==> config.mk <==
export PLATFORM = sky130hd
export DESIGN_NAME = eth_axis_downsizer
export DESIGN_NICKNAME = d
export VERILOG_FILES = /design/src/rtl/eth_axis_downsizer.sv
export SDC_FILE = /design/constraint.sdc
export NUM_CORES = 1
export LEC_CHECK = 0
export BUFFER_PORTS_ARGS = -buffer_cell sky130_fd_sc_hd__buf_2
export CAP_MARGIN = 5
export CORE_MARGIN = 8
export CORE_UTILIZATION = 50
export CTS_CLUSTER_DIAMETER = 30
export DETAILED_ROUTE_END_ITERATION = 7
export GPL_TIMING_DRIVEN = 0
export PLACE_DENSITY = 0.74
export SETUP_SLACK_MARGIN = 0.15
export SYNTH_ARGS = -nofsm -noshare
export SYNTH_HDL_FRONTEND = slang
export SYNTH_SLANG_ARGS = --single-unit
==> constraint.sdc <==
create_clock -name clk_i -period 3.8 [get_ports clk_i]
set_input_delay 0.76 -clock clk_i [delete_from_list [all_inputs] [get_ports clk_i]]
set_output_delay 0.76 -clock clk_i [all_outputs]
set_load 0.02 [all_outputs]
==> src/rtl/eth_axis_downsizer.sv <==
// AXI-Stream width downsizer: one buffered wide beat is emitted as narrow slices,
// skipping all-zero-keep slices, preserving tlast and counting emitted frames.
module eth_axis_downsizer #(
  parameter int InDataWidth  = 64,
  parameter int OutDataWidth = 8,
  parameter int UserWidth    = 1
) (
  input  logic                      clk_i,
  input  logic                      rst_ni,
  input  logic [InDataWidth-1:0]    s_tdata_i,
  input  logic [InDataWidth/8-1:0]  s_tkeep_i,
  input  logic                      s_tlast_i,
  input  logic [UserWidth-1:0]      s_tuser_i,
  input  logic                      s_tvalid_i,
  output logic                      s_tready_o,
  output logic [OutDataWidth-1:0]   m_tdata_o,
  output logic [OutDataWidth/8-1:0] m_tkeep_o,
  output logic                      m_tlast_o,
  output logic [UserWidth-1:0]      m_tuser_o,
  output logic                      m_tvalid_o,
  input  logic                      m_tready_i,
  output logic [31:0]               frame_cnt_o
);

  localparam int Ratio    = InDataWidth / OutDataWidth;
  localparam int InKeepW  = InDataWidth / 8;
  localparam int OutKeepW = OutDataWidth / 8;

  logic [InDataWidth-1:0]  buf_data_r;
  logic [InKeepW-1:0]      buf_keep_r;
  logic                    buf_last_r;
  logic [UserWidth-1:0]    buf_user_r;
  logic [Ratio-1:0]        rem_r;
  logic [OutDataWidth-1:0] m_data_r;
  logic [OutKeepW-1:0]     m_keep_r;
  logic                    m_last_r;
  logic [UserWidth-1:0]    m_user_r;
  logic                    m_valid_r;
  logic [31:0]             frame_cnt_r;

  logic                    s_ready_s;
  logic                    in_acc_s;
  logic                    out_hs_s;
  logic [Ratio-1:0]        in_mask_s;
  logic [Ratio-1:0]        src_mask_s;
  logic [Ratio-1:0]        sel_onehot_s;
  logic [Ratio-1:0]        rem_after_s;
  logic [InDataWidth-1:0]  src_data_s;
  logic [InKeepW-1:0]      src_keep_s;
  logic                    src_last_s;
  logic [UserWidth-1:0]    src_user_s;
  logic [OutDataWidth-1:0] sel_data_s;
  logic [OutKeepW-1:0]     sel_keep_s;

  // Ready when empty, or when the final pending slice leaves in this cycle.
  always_comb begin
    s_ready_s = ~m_valid_r | (m_tready_i & (rem_r == '0));
    in_acc_s  = s_tvalid_i & s_ready_s;
    out_hs_s  = m_valid_r & m_tready_i;
  end

  // Non-empty keep slices; an empty closing beat still yields slice 0 so tlast survives.
  always_comb begin
    in_mask_s = '0;
    for (int k = 0; k < Ratio; k++) begin
      in_mask_s[k] = |s_tkeep_i[k*OutKeepW +: OutKeepW];
    end
    in_mask_s[0] = in_mask_s[0] | (~(|s_tkeep_i) & s_tlast_i);
  end

  // Next slice comes from the incoming beat on a load, otherwise from the buffer.
  always_comb begin
    if (in_acc_s) begin
      src_data_s = s_tdata_i;
      src_keep_s = s_tkeep_i;
      src_last_s = s_tlast_i;
      src_user_s = s_tuser_i;
      src_mask_s = in_mask_s;
    end else begin
      src_data_s = buf_data_r;
      src_keep_s = buf_keep_r;
      src_last_s = buf_last_r;
      src_user_s = buf_user_r;
      src_mask_s = rem_r;
    end
    sel_onehot_s = src_mask_s & (~src_mask_s + Ratio'(1'b1));
    rem_after_s  = src_mask_s & ~sel_onehot_s;
    sel_data_s   = '0;
    sel_keep_s   = '0;
    for (int k = 0; k < Ratio; k++) begin
      sel_data_s = sel_data_s | ({OutDataWidth{sel_onehot_s[k]}} & src_data_s[k*OutDataWidth +: OutDataWidth]);
      sel_keep_s = sel_keep_s | ({OutKeepW{sel_onehot_s[k]}} & src_keep_s[k*OutKeepW +: OutKeepW]);
    end
  end

  // Input beat buffer, captured whole on every accept.
  always_ff @(posedge clk_i or negedge rst_ni) begin
    if (!rst_ni) begin
      buf_data_r <= '0;
      buf_keep_r <= '0;
      buf_last_r <= 1'b0;
      buf_user_r <= '0;
    end else if (in_acc_s) begin
      buf_data_r <= s_tdata_i;
      buf_keep_r <= s_tkeep_i;
      buf_last_r <= s_tlast_i;
      buf_user_r <= s_tuser_i;
    end
  end

  // Registered output slice and the mask of slices still to send after it.
  always_ff @(posedge clk_i or negedge rst_ni) begin
    if (!rst_ni) begin
      m_valid_r <= 1'b0;
      m_data_r  <= '0;
      m_keep_r  <= '0;
      m_last_r  <= 1'b0;
      m_user_r  <= '0;
      rem_r     <= '0;
    end else if (in_acc_s | out_hs_s) begin
      if (src_mask_s != '0) begin
        m_valid_r <= 1'b1;
        m_data_r  <= sel_data_s;
        m_keep_r  <= sel_keep_s;
        m_last_r  <= src_last_s & (rem_after_s == '0);
        m_user_r  <= src_user_s;
        rem_r     <= rem_after_s;
      end else begin
        m_valid_r <= 1'b0;
        rem_r     <= '0;
      end
    end
  end

  // Emitted-frame counter, wraps naturally.
  always_ff @(posedge clk_i or negedge rst_ni) begin
    if (!rst_ni) begin
      frame_cnt_r <= 32'd0;
    end else if (out_hs_s & m_last_r) begin
      frame_cnt_r <= frame_cnt_r + 32'd1;
    end
  end

  assign s_tready_o  = s_ready_s;
  assign m_tdata_o   = m_data_r;
  assign m_tkeep_o   = m_keep_r;
  assign m_tlast_o   = m_last_r;
  assign m_tuser_o   = m_user_r;
  assign m_tvalid_o  = m_valid_r;
  assign frame_cnt_o = frame_cnt_r;

endmodule

-- After elaboration in Yosys (flattened, before gate mapping)
Index checks and enable logic that the tools add are counted.
- word-level logic and storage cells: 70
- register bits after elaboration: 126
- memories: 0
- output and inout bits: 45
- bits in latches: 0
- memory bits (writable): 0
- memory bits (read-only): 0
- multipliers: 0
- magnitude comparators: 0
- div/mod/pow operators: 0
- reduce and logical (&&, ||, !) cells: 5
- muxes and demuxes: 7
- equality and inequality tests: 0
- add/sub/neg operators: 2
- bitwise logic cells: 45
- shift operators: 0
- operator list (operator ; count):
    bitwise AND 8 bit ; 10
    two-way mux 64 bit ; 1
    OR 8 bit ; 7
    adder 32 x 1 -> 32 bit (second input constant) ; 1
    two-way mux 8 bit ; 3
    zero test 8 bit ; 2
    inverter 8 bit ; 2
    bitwise AND 1 bit ; 14
    OR 1 bit ; 10
    adder 8 x 1 -> 8 bit (second input constant) ; 1
    nonzero test 8 bit ; 1
    OR reduction 8 bit ; 1
    two-way mux 1 bit ; 3
    inverter 1 bit ; 2
    AND reduction 2 bit ; 1

-- Longest topological paths before layout
- depth in word-level cells: 16
- mapped depth: 11
- gate-level depth less buffers: 6

-- Worst setup path after synthesis
OpenSTA, ideal clock, no wires.
- kind: input -> register
- start point: input s_tkeep_i[5]
- end point: register m_last_r (netlist: m_tlast_o)
- path slack: 0.837 ns
- required time: 3.675 ns
- arrival: 2.839 ns
- cell stages on the path: 8
- path buffers: 2
- setup time: 0.125 ns
- cell sequence: or4_1 > o221a_1 > buf_6 > o32ai_4 > nor4_1 > nor2_1 > buf_2 > mux2_2
- cells in the longest elaborated chain, start to end: 12
- elaborated cells between the ends (all ways): 14
- ends and longest elaborated chain (element ; RTL line ; RTL):
    start, declared ; 11 ; input logic [InDataWidth/8-1:0] s_tkeep_i,
    OR reduction 8 bit ; 68 ; in_mask_s[0] = in_mask_s[0] | (~(|s_tkeep_i) & s_tlast_i);
    inverter 1 bit ; 68 ;
    bitwise AND 1 bit ; 68 ;
    OR 1 bit ; 68 ;
    two-way mux 8 bit (*) ; 73 ; if (in_acc_s) begin
    inverter 8 bit ; 86 ; sel_onehot_s = src_mask_s & (~src_mask_s + Ratio'(1'b1));
    adder 8 x 1 -> 8 bit ; 86 ;
    bitwise AND 8 bit ; 86 ;
    inverter 8 bit ; 87 ; rem_after_s = src_mask_s & ~sel_onehot_s;
    bitwise AND 8 bit ; 87 ;
    zero test 8 bit ; 125 ; m_last_r <= src_last_s & (rem_after_s == '0);
    bitwise AND 1 bit ; 125 ;
    end signal, assigned ; 125 ;
    end, declared ; 36 ; logic m_last_r;
Mark *: on every way between the ends. The rest lies on a longest branch, timed or not.
A chain may end at the register's enable or synchronous reset.

-- Final worst setup path
Same ends and word-level chain as after synthesis.

==> reports/metrics.yaml <==
syn_area_per_cell_um2: 9.684
antenna_cells: 0
cts_tree: "done"
yosysTopAreaCell: "dfrtp_1"
wirelength_um: 16020
port_buffers: 121
drt-initial-drc-count: 540
yosysTopAreaCellShare_pct: 51.68
die_w_um: 122.0
yosys_warnings: 0
synth_common_cells: "nand2_1 (184), dfrtp_1 (116), a22o_1 (30)"
crit_path_max_fanout: 10
die_y_um: 122.0
initial_core_util_pct: 51.59
yosysSeqAreaShare_pct: 51.68
cts_resized: 0
track_usage_pct: 22.41
swShare_pct: 37.90
max_slew_margin_pct: 28.96
hold_buffers: 0
synthTopCellsByArea: "dfrtp_1 (52%), nand2_1 (12%), a22o_1 (4.7%)"
crit_buf_inv: 3
finClkSkew_ps: 5.225
p_seq_share_pct: 33.2
finalHoldViolCount: 0
dp_slack_ps: 280.8
synth_edf_count: 0
syn_to_final_growth_pct: 24.88
ys_ff_latch: 116
slowest_stage: "or4_1"
dpl_cell_area_um2: 6427
fin_ws_ps: 708.5
p_leak_uw: 0.003518
syn_nets: 659
cts_buffer_depth: 2
ir_drop_mv: 0.4019
path_cells: "buf_2 -> or4_1 -> o221a_1 -> buf_6 -> o32ai_4 -> nor4_1 -> nor2_1 -> buf_2 -> mux2_2"
start_kind: "primary input"
cts_sinks: 116
worst_setup_path_end_kind: "register"
cp_common_cell: "buf_2"
tightest_slew_ps: 1063
vias_per_cell: 5.683
synth_flop_cell: "dfrtp_1"
period_share_pct: 81.36
num_vias: 4967
grt_start_max_net_pins: 76
core_area_um2: 10890
path_class: "in2reg"
synth-async-reset-ratio_pct: 100.0
combPwrFrac_pct: 39.9
cp.required_ps: 4200
maxCapViolCount: 0
first_global_vias: 5073
ios: 123
synthMostInstantiatedCell: "nand2_1"
power.density_nw_per_um2: 829.9
die_area_um2: 14880
whs_ps: 236.6
cp_slowest_stage_delay_ps: 570
gp_congestion: 0.9185
dp_hpwl_um: 11890
p_int_uw: 3615
std_cell_rows: 38
setup_viol: 0
grt_pass1_wl_um: 26110
finalPower_uw: 5821
post-cts-setup-buffers: 0
syn_inst: 580
hp-class: "in2async"
drc: 0
crit_family: "simple AND/OR/NAND/NOR gates"
ys_types: 55
syn-cell-area_um2: 5617
detail_route.first_pass.iterations: 5
run_status: "finished clean"
n_fill_cell: 884
final_layout_size_suffix_gt1_share_pct: 25.48
final_area_um2: 7014
final-max-slew-violation-count: 0
rsz0062_at_grt: "false"
p_clk_share_pct: 27.0
path_clk_slew_ps: 50
antenna_found_initial: 0
grt_overflow: 0
tns_ps: 0
avgRoutedWirePerCell_um: 18.33
fin_crit_ps: 3092
antenna_left: 0
final_nets: 801
worstPathArrival_ps: 3490
clkLatencyLatePin_ps: 520
cts_max_level: 4
fmax_ghz: 0.3235
clockRootBuffer: "clkbuf_8"
p_sw_uw: 2206
cts-buffers-inserted: 17
[power by group through the flow]
stage / sequential (uW) / combinational (uW) / clock (uW)
after floorplan: 1980 / 1550 / 0
after global placement: 1920 / 2230 / 0
after detailed placement: 1940 / 2290 / 0
after CTS: 1930 / 2310 / 1580
after global routing: 1980 / 2560 / 1640
final: 1930 / 2320 / 1570
[cells in the final DEF (no fill, tap or decap), types with 2 or more instances in the layout]
cell | netlist | layout
o21ai_0 | 8 | 8
nor3b_1 | 2 | 2
nand4_1 | 16 | 16
mux2_2 | 11 | 11
nor3b_2 | 2 | 2
xnor2_1 | 24 | 24
a22o_1 | 30 | 30
nor3_1 | 4 | 4
a211o_1 | 2 | 2
nand2_1 | 184 | 184
nand3_1 | 27 | 27
clkinv_2 | 0 | 3
and4_1 | 5 | 5
clkbuf_1 | 18 | 21
buf_2 | 12 | 133
nor2b_1 | 3 | 3
clkbuf_16 | 0 | 16
dfrtp_1 | 116 | 116
o32a_1 | 9 | 9
and3_1 | 9 | 9
o22ai_1 | 2 | 2
inv_1 | 6 | 6
clkinvlp_4 | 0 | 2
a311oi_1 | 2 | 2
a21oi_1 | 13 | 13
nand2b_1 | 10 | 10
a21o_1 | 3 | 3
buf_6 | 2 | 2
nor4_1 | 2 | 2
nor2_1 | 16 | 16
xor2_1 | 7 | 7
clkbuf_8 | 0 | 3
bufinv_16 | 0 | 3
a221o_1 | 8 | 8
buf_1 | 2 | 2
[cells by family after synthesis]
logic type / after synthesis / synth area share (%)
and+or+nand+nor: 288 / 24.04
DFF: 116 / 51.68
AOI/OAI and AO/OA: 92 / 13.63
buffers and inverters: 40 / 3.208
xor gates and xnor gates: 31 / 4.834
muxes: 12 / 2.384
adders and majority gates: 1 / 0.2227
[state kept, by name (all words and copies together), names as in the netlist]
signal and cells:
buf_data_r 56, frame_cnt_o 32, m_tdata_o 8, buf_keep_r 7, rem_r 7, buf_last_r 1, buf_user_r 1, m_tkeep_o 1
m_tlast_o 1, m_tuser_o 1, m_tvalid_o 1
[area by class of cell]
| cell class | instances | area, um2 | share of cell area (%) |
|---|---|---|---|
| Sequential cell | 116 | 2903 | 41.38 |
| Multi-Input combinational cell | 424 | 2534 | 36.12 |
| Clock inverter | 9 | 128.9 | 1.837 |
| Timing Repair Buffer | 123 | 640.6 | 9.133 |
| Tap cell | 140 | 175.2 | 2.497 |
| Clock buffer | 22 | 452.9 | 6.457 |
| Buffer | 34 | 157.7 | 2.248 |
| Inverter | 6 | 22.52 | 0.3211 |
[per-stage QoR]
stage | instances | util, %
6_report | 874 | 64.42
4_1_cts | 873 | 64.38
2_1_floorplan | 580 | -
3_5_place_dp | 842 | 59.03
5_1_grt | 874 | 64.42
3_3_place_gp | 841 | 58.76
[per-layer routing]
metal	track usage, %	vias to the layer above	share of wire [%]
li1	-	2314	-
met3	6.664	27	9.1
met2	34.44	211	47
met5	0	-	0
met1	29.16	2415	42
met4	8.867	0	2.0
[final timing paths]
kind / startpoint / endpoint / slack, ps / cells after the start
max: s_tkeep_i[5] / m_tlast_o$_DFFE_PN0P_ / 710 / 9
min: rst_ni / buf_data_r[60]$_DFF_PN0_ / 240 / 1
max reg2reg: rem_r[1]$_DFFE_PN0N_ / m_tlast_o$_DFFE_PN0P_ / 730 / 8
min reg2reg: frame_cnt_o[31]$_DFFE_PN0P_ / frame_cnt_o[31]$_DFFE_PN0P_ / 460 / 1
max in group asynchronous: rst_ni / buf_data_r[17]$_DFF_PN0_ / 2810 / 2
min in group clk_i: s_tdata_i[22] / buf_data_r[22]$_DFF_PN0_ / 450 / 3
Note: power is estimated with default switching activity, not from simulation.
